## config.mk

```make
export PLATFORM = sky130hd
export DESIGN_NAME = io_port_responder
export DESIGN_NICKNAME = d
export VERILOG_FILES = /design/src/rtl/io_port_responder.sv
export SDC_FILE = /design/constraint.sdc
export NUM_CORES = 1
export LEC_CHECK = 0
export ABC_AREA = 1
export ABC_CLOCK_PERIOD_IN_PS = 5850
export BUFFER_PORTS_ARGS = -buffer_cell sky130_fd_sc_hd__buf_2
export CELL_PAD_IN_SITES_DETAIL_PLACEMENT = 0
export CELL_PAD_IN_SITES_GLOBAL_PLACEMENT = 2
export CORE_UTILIZATION = 33
export DETAILED_ROUTE_END_ITERATION = 6
export PLACE_DENSITY_LB_ADDON = 0.15
export SLEW_MARGIN = 5
export SYNTH_ARGS = -nofsm -noshare
export SYNTH_HDL_FRONTEND = slang
export SYNTH_SLANG_ARGS = --single-unit
```

## constraint.sdc

```tcl
create_clock -name clk -period 5.85 [get_ports clk]
set_input_delay 0.2925 -clock clk [delete_from_list [all_inputs] [get_ports clk]]
set_output_delay 0.2925 -clock clk [all_outputs]
set_load 0.03 [all_outputs]
```

## src/rtl/io_port_responder.sv

```systemverilog
// io_port_responder: memory-mapped 8-bit input-capture port with a 4-deep
// change FIFO, a 32-bit output register and a status/control register.
// Optional build macro IO_PORT_IRQ_EN adds the irq_en control bit and a
// registered input-pending interrupt; without it irq is tied low.
module io_port_responder #(
  parameter logic [31:0] PORT_OUT_ADDR = 32'h1001_0024,
  parameter logic [31:0] PORT_IN_ADDR  = 32'h1001_0028,
  parameter logic [31:0] STATUS_ADDR   = 32'h1001_002C
) (
  input  logic        clk,
  input  logic        reset,
  input  logic [31:0] Address,
  input  logic [31:0] WriteData,
  input  logic        MemWrite,
  input  logic        MemRead,
  input  logic [7:0]  PortIn,
  output logic [31:0] ReadData,
  output logic [31:0] PortOut,
  output logic        Hit,
  output logic        irq
);

  logic [7:0]  sync1_q, sync2_q, last_in_q;
  logic [7:0]  mem_q [0:3];
  logic [1:0]  wr_ptr_q, rd_ptr_q;
  logic [2:0]  count_q, count_d;
  logic        overflow_q, overflow_d;
  logic [31:0] portout_q;
  logic        irq_en_w;

  logic hit_out, hit_in, hit_st;
  logic empty, full, chg, push, pop, drop;
  logic [7:0] head;

  assign hit_out = (Address == PORT_OUT_ADDR);
  assign hit_in  = (Address == PORT_IN_ADDR);
  assign hit_st  = (Address == STATUS_ADDR);
  assign Hit     = hit_out | hit_in | hit_st;

  assign empty = (count_q == 3'd0);
  assign full  = (count_q == 3'd4);
  assign chg   = (sync2_q != last_in_q);
  assign pop   = MemRead & hit_in & ~empty;
  // A pop in the same cycle frees a slot, so a change is accepted even when full.
  assign push  = chg & (~full | pop);
  assign drop  = chg & full & ~pop;
  assign head  = mem_q[rd_ptr_q];

  assign PortOut = portout_q;

  // Occupancy and overflow next-state.
  always_comb begin
    count_d = count_q;
    case ({push, pop})
      2'b10:   count_d = count_q + 3'd1;
      2'b01:   count_d = count_q - 3'd1;
      default: count_d = count_q;
    endcase
    overflow_d = overflow_q;
    if (MemWrite && hit_st && WriteData[3]) overflow_d = 1'b0;
    if (drop) overflow_d = 1'b1;
  end

  // Load data mux; zero unless a qualified read hits one of the registers.
  always_comb begin
    ReadData = 32'd0;
    if (MemRead) begin
      if (hit_out)
        ReadData = portout_q;
      else if (hit_in)
        ReadData = empty ? {24'd0, sync2_q} : {24'd0, head};
      else if (hit_st)
        ReadData = {26'd0, irq_en_w, overflow_q, full, empty, count_q[1:0]};
    end
  end

  // Two-flop synchronizer and change detector on the external pins.
  always_ff @(posedge clk or negedge reset) begin
    if (!reset) begin
      sync1_q   <= 8'd0;
      sync2_q   <= 8'd0;
      last_in_q <= 8'd0;
    end else begin
      sync1_q <= PortIn;
      sync2_q <= sync1_q;
      if (chg) last_in_q <= sync2_q;
    end
  end

  // FIFO pointers, count and sticky overflow.
  always_ff @(posedge clk or negedge reset) begin
    if (!reset) begin
      wr_ptr_q   <= 2'd0;
      rd_ptr_q   <= 2'd0;
      count_q    <= 3'd0;
      overflow_q <= 1'b0;
    end else begin
      if (push) wr_ptr_q <= wr_ptr_q + 2'd1;
      if (pop)  rd_ptr_q <= rd_ptr_q + 2'd1;
      count_q    <= count_d;
      overflow_q <= overflow_d;
    end
  end

  // FIFO storage; contents are meaningless once the pointers are reset.
  always_ff @(posedge clk) begin
    if (push) mem_q[wr_ptr_q] <= sync2_q;
  end

  // Output-port register.
  always_ff @(posedge clk or negedge reset) begin
    if (!reset)
      portout_q <= 32'd0;
    else if (MemWrite && hit_out)
      portout_q <= WriteData;
  end

`ifdef IO_PORT_IRQ_EN
  logic irq_en_q, irq_q;
  assign irq_en_w = irq_en_q;
  assign irq      = irq_q;

  // Interrupt enable and registered input-pending interrupt.
  always_ff @(posedge clk or negedge reset) begin
    if (!reset) begin
      irq_en_q <= 1'b0;
      irq_q    <= 1'b0;
    end else begin
      if (MemWrite && hit_st) irq_en_q <= WriteData[5];
      irq_q <= irq_en_q & ~empty;
    end
  end
`else
  assign irq_en_w = 1'b0;
  assign irq      = 1'b0;
`endif

endmodule

```

[Word-level counts from Yosys, hierarchy flattened]
Memories as Yosys holds them, arrays and structs flattened.
Index checks and enable logic that the tools add are counted.
Word-level totals
  flip-flop bits (word level): 64
  bits in latches: 0
  RAM bits: 32
  memory bits (read-only): 0
  bits of input ports: 76
  output and inout port bits: 66
  word-level logic and storage cells: 47
  memories kept: 1
Cells by class
  add/sub/neg operators: 4
  $mul: 0
  divide/modulo/power cells: 0
  magnitude comparators: 0
  eq/ne operators: 7
  shift-type cells: 0
  multiplexer cells: 10
  bitwise operators: 11
  reduce and logical (&&, ||, !) cells: 6
Memories
  mem_q: words 4, bits a word 8, read ports 1, clocked after memory_dff 0, wr ports 1, line 24  | logic [7:0] mem_q [0:3];
Operators with widths (number)
  $eq 32x29->1 const B: 3
  $mux 32: 2
  $mux 8: 2
  $ne 8x8->1: 1
  $pmux 3 s2: 1
  $and 1x1->1: 5
  $mux 5: 1
  $add 2x1->2 const B: 2
  $mux 1: 4
  $reduce_bool 2->1: 2
  $add 3x1->3 const B: 1
  $eq 3x3->1 const B: 1
  $logic_and 1x1->1: 3
  $logic_not 3->1: 1
  $not 1->1: 3
  $or 1x1->1: 3
  $sub 3x1->3 const B: 1
  $eq 2x1->1 const B: 1
  $eq 2x2->1 const B: 1

[Depth between registers and ports, before layout]
  word-level depth: 7
  mapped depth: 15
  depth with buffers taken out: 15

[Worst setup path before layout]
No wires, ideal clock.
  kind: reg-to-reg
  from: register sync2_q[1]
  to: register count_q[2]
  setup time: 0.131 ns
  arrival: 2.127 ns
  required time: 5.719 ns
  slack: 3.592 ns
  stages on the path, launching flop included: 11
  buffers on the path: 0
  clock period less this slack: 2.258 ns
  path through: dfrtp_1 > or2_2 > a21oi_1 > nand4_1 > nand2_1 > ha_1 > inv_1 > fa_1 > a21oi_1 > o21ai_0 > xor2_1
On the way
  word-level cells in the longest chain between the ends: 4
  elaborated cells on any way between the ends: 6
  those cells by class: eq/ne: 3; mux: 1; bitwise: 1; reduce/logical: 1
Ends and longest elaborated chain
  start, declared: line 23  | logic [7:0] sync1_q, sync2_q, last_in_q;
  start signal, assigned: line 85  | sync2_q <= sync1_q;
  $ne 8x8->1 (*): line 42  | assign chg = (sync2_q != last_in_q);
  $and 1x1->1 (*): line 45  | assign push = chg & (~full | pop);
  $eq 2x1->1 / $eq 2x2->1 (equally long branches): line 54  | case ({push, pop})
  $pmux 3 s2 / $reduce_bool 2->1 (equally long branches)
  end signal, assigned: line 100  | count_q <= count_d;
  end, declared: line 26  | logic [2:0] count_q, count_d;
Every way passes the cells marked *; elsewhere a longest branch is shown, timed or not.
A chain may end at the register's enable or synchronous reset.

[Worst setup path in the final report]
  from: register rd_ptr_q[0]
  to: output port ReadData[5]
On the way
  word-level cells in the longest chain between the ends: 5
Ends and longest elaborated chain
  start, declared: line 25  | logic [1:0] wr_ptr_q, rd_ptr_q;
  start signal, assigned: line 99  | if (pop) rd_ptr_q <= rd_ptr_q + 2'd1;
  $mem_v2 4x8
  $mux 8: line 71  | ReadData = empty ? {24'd0, sync2_q} : {24'd0, head};
  $mux 8: line 70  | else if (hit_in)
  $mux 32: line 68  | if (hit_out)
  $mux 32: line 67  | if (MemRead) begin
  end, declared: line 17  | output logic [31:0] ReadData,
Every way passes these cells.

==> metrics.md <==
| Metric | Value |
|---|---|
| Multi-input gate area | `1730 um^2` |
| Post-detailed-routing wire length | `11.1 mm` |
| Final hold violations | `0` |
| Routed wl met2 | `5.22 mm` |
| Fill cells | `1,405` |
| Data arrival, critical path | `2.48 ns` |
| Post-CTS setup buffer count | `0` |
| First-pass GRT wire length | `17.7 mm` |
| Cell Pwr Density | `242 nW/um^2` |
| Tcrit/Tclk final | `47.4%` |
| Top FF cell, synth | `dfrtp_1` |
| Global route overflow | `0` |
| CTS tree | `done` |
| Layout Utilization | `41.8%` |
| CP cell instances | `inv_1, or2_2, a21oi_1, o21ai_0, nand3_1, nand2_1, buf_2` |
| Pins Over Slew Limit | `0` |
| Final min period | `2.78 ns` |
| Antenna cell count | `0` |
| Top-Level Pins | `142` |
| Max_slew headroom | `38.1%` |
| Core Region | `13,900 um^2` |
| TritonCTS buffer count | `9` |
| Hold Buf Count CTS | `0` |
| GP Congestion | `0.744` |
| Vias | `3,648` |
| Vias in the first global route | `3,620` |
| DP Area | `5490 um^2` |
| Critical path peak fanout | `22` |
| Crit path kind | `flip-flop to output pin` |
| Largest net degree at the start of global routing | `65` |
| DR pass1 iterations | `4` |
| CP max stage cell | `dfrtp_1` |
| Initial DRC count | `132` |
| Site Rows | `43` |
| Max-cap violation count | `0` |
| PortBufs | `140` |
| Asr flop ratio synth | `66.7%` |
| Drt wl/cell | `13.4 um` |
| Wire length on met3 | `796 um` |
| Die area | `14,800 um^2` |
| Die X | `122 um` |
| Synth unique cells | `33` |
| EDFF count, synth | `32` |
| Syn-to-layout area delta | `23.3%` |
| Clk root buf | `clkbuf_16` |
| Uppermost layer routed | `met4` |
| Setup TNS | `0 ns` |
| Mean post-synth cell area | `9.16 um^2` |
| Synth Register Bits | `96` |
| Status | `finished clean` |
| Register area | `2560 um^2` |
| CTS Sinks | `96` |
| Starting Density | `33.9%` |
| HP Class | `input port to flip-flop` |
| H-tree Lvls | `3` |
| FMAX | `360 MHz` |
| Via density | `4.40` |
| DRC | `0` |
| CTS resizes | `0` |
| YS warnings | `0` |
| All-layer global routing usage | `15.8%` |
| Worst-skew pair later-pin latency | `0.34 ns` |
| Clock Skews | `0.00774 ns` |
| Critical Path Max Stage Delay | `0.75 ns` |
| Post-DP HPWL | `8.27 mm` |
| Measured slew at the worst slew-check pin | `0.929 ns` |
| Synthesized cell area | `4730 um^2` |
| Final setup violating endpoints | `0` |
| Clock transition at path regs | `0.07 ns` |
| Net Count, Synth | `598` |
| RSZ-0062 raised after global routing | `no` |
| Die height | `122 um` |
| Leak | `2.83 nW` |
| Layout Cell Area excl Fill | `5830 um^2` |
| Clock tree buffer depth | `2` |
| Peak supply drop | `165 uV` |
| Share of cells above drive strength 1 | `34.5%` |
| Startpoint Class | `flip-flop` |
| Critical path endpoint category | `output pin` |
| ANT nets after route | `0` |
| Post-Synthesis Cells | `516` |
| Fin nets | `727` |
| WP data required | `5.56 ns` |
| Post-synthesis sequential area ratio | `54.2%` |
| Initial antenna violation count | `0` |
| Post-Route M1 WL | `4.90 mm` |
## Yosys cell counts, types with 8 or more instances
master,n,area [um^2]
nand3_1,34,170
edfxtp_1,32,961
dfrtp_1,64,1600
o21ai_0,18,90.1
nand2_1,111,417
inv_1,70,263
o21ai_2,25,219
a21oi_1,8,40.0
nor2_1,62,233
nor2_2,19,119
clkbuf_1,12,45.0
xnor2_1,8,70.1
## per-stage QoR
stage,instances,hold slack [ns],total power (W),setup WS [ns]
after global placement,814,0.333,0.000782,3.23
after floorplan,516,-0.00309,0.000743,3.59
after global routing,830,0.0393,0.00146,2.83
after detailed placement,814,0.336,0.000784,3.20
final,830,0.0546,0.00141,3.07
after CTS,830,0.0425,0.00143,3.05
## path summary, 6_finish.rpt
path | start | end | slack [ns] | cells after the start
worst max-delay path | rd_ptr_q[0] | ReadData[5] | 3.07 | 7
worst min-delay path | PortIn[4] | sync1_q[4] | 0.05 | 1
worst max register to register | sync2_q[1] | count_q[2] | 3.20 | 10
worst min register to register | sync1_q[5] | sync2_q[5] | 0.35 | 0
max in group asynchronous | reset | PortOut[4] | 5.16 | 2
min in group asynchronous | reset | count_q[1] | 0.12 | 2
## power by group
group          switching (W)  internal [W]
Sequential        0.00000791      0.000702
Combinational      0.0000309     0.0000267
Clock               0.000266      0.000375
Total               0.000305       0.00110
## cell type report
cell class              instances  area share [%]
well taps                     180            3.86
repair buffers                141            12.2
inverters                      71            4.62
flip-flops and latches         96            44.0
multi-input cells             326            29.6
clock buffers                  11            4.53
clock inverters                 5            1.22
## state kept, by name (all words and copies together), names as in the netlist
signal	flops
PortOut	32
count_q	3
last_in_q	8
mem_q	32
overflow_q	1
rd_ptr_q	2
sync1_q	8
sync2_q	8
wr_ptr_q	2
## routing by layer
| layer | global-route usage [%] | vias up |
|---|---|---|
| li1 | - | 1863 |
| met1 | 19.2 | 1676 |
| met2 | 26.5 | 96 |
| met3 | 4.92 | 13 |
| met4 | 5.56 | 0 |
| met5 | 0 | - |
## critical path, delay by kind of cell (launching register included)
family | cells | cell delay (ns)
buffers and inverters | 2 | 0.60
AND/OR/NAND/NOR | 3 | 0.58
AO/OA/AOI/OAI | 2 | 0.21
flip-flops | 1 | 0.75
## cells by family (layout without fill, tap and decap cells)
family                   after synthesis  count (layout)  share of synthesized area, %
AND/OR/NAND/NOR                      257             257                          25.4
flip-flops                            96              96                          54.2
buffers and inverters                 94             228                          9.26
AO/OA/AOI/OAI                         52              52                          7.52
XOR/XNOR                              10              10                          1.85
adder cells (fa/ha/maj)                6               6                          1.75
other                                  1               1                        0.0793
## cells in the final DEF (no fill, tap or decap), types with 2 or more instances in the layout
cell type and count:
nor2_1 62, nor2_2 19, dfrtp_1 64, o21ai_0 18, o21ai_2 25, nand4_1 4
nand3_2 2, nor2_4 7, inv_1 70, a21oi_1 8, nand2_2 2, nor3_1 5
xor2_1 2, clkbuf_16 10, buf_2 140, ha_1 5, nand2_1 111, xnor2_1 8
nand3_1 34, edfxtp_1 32, or2_2 7
Power figures use the tool's default switching activity.
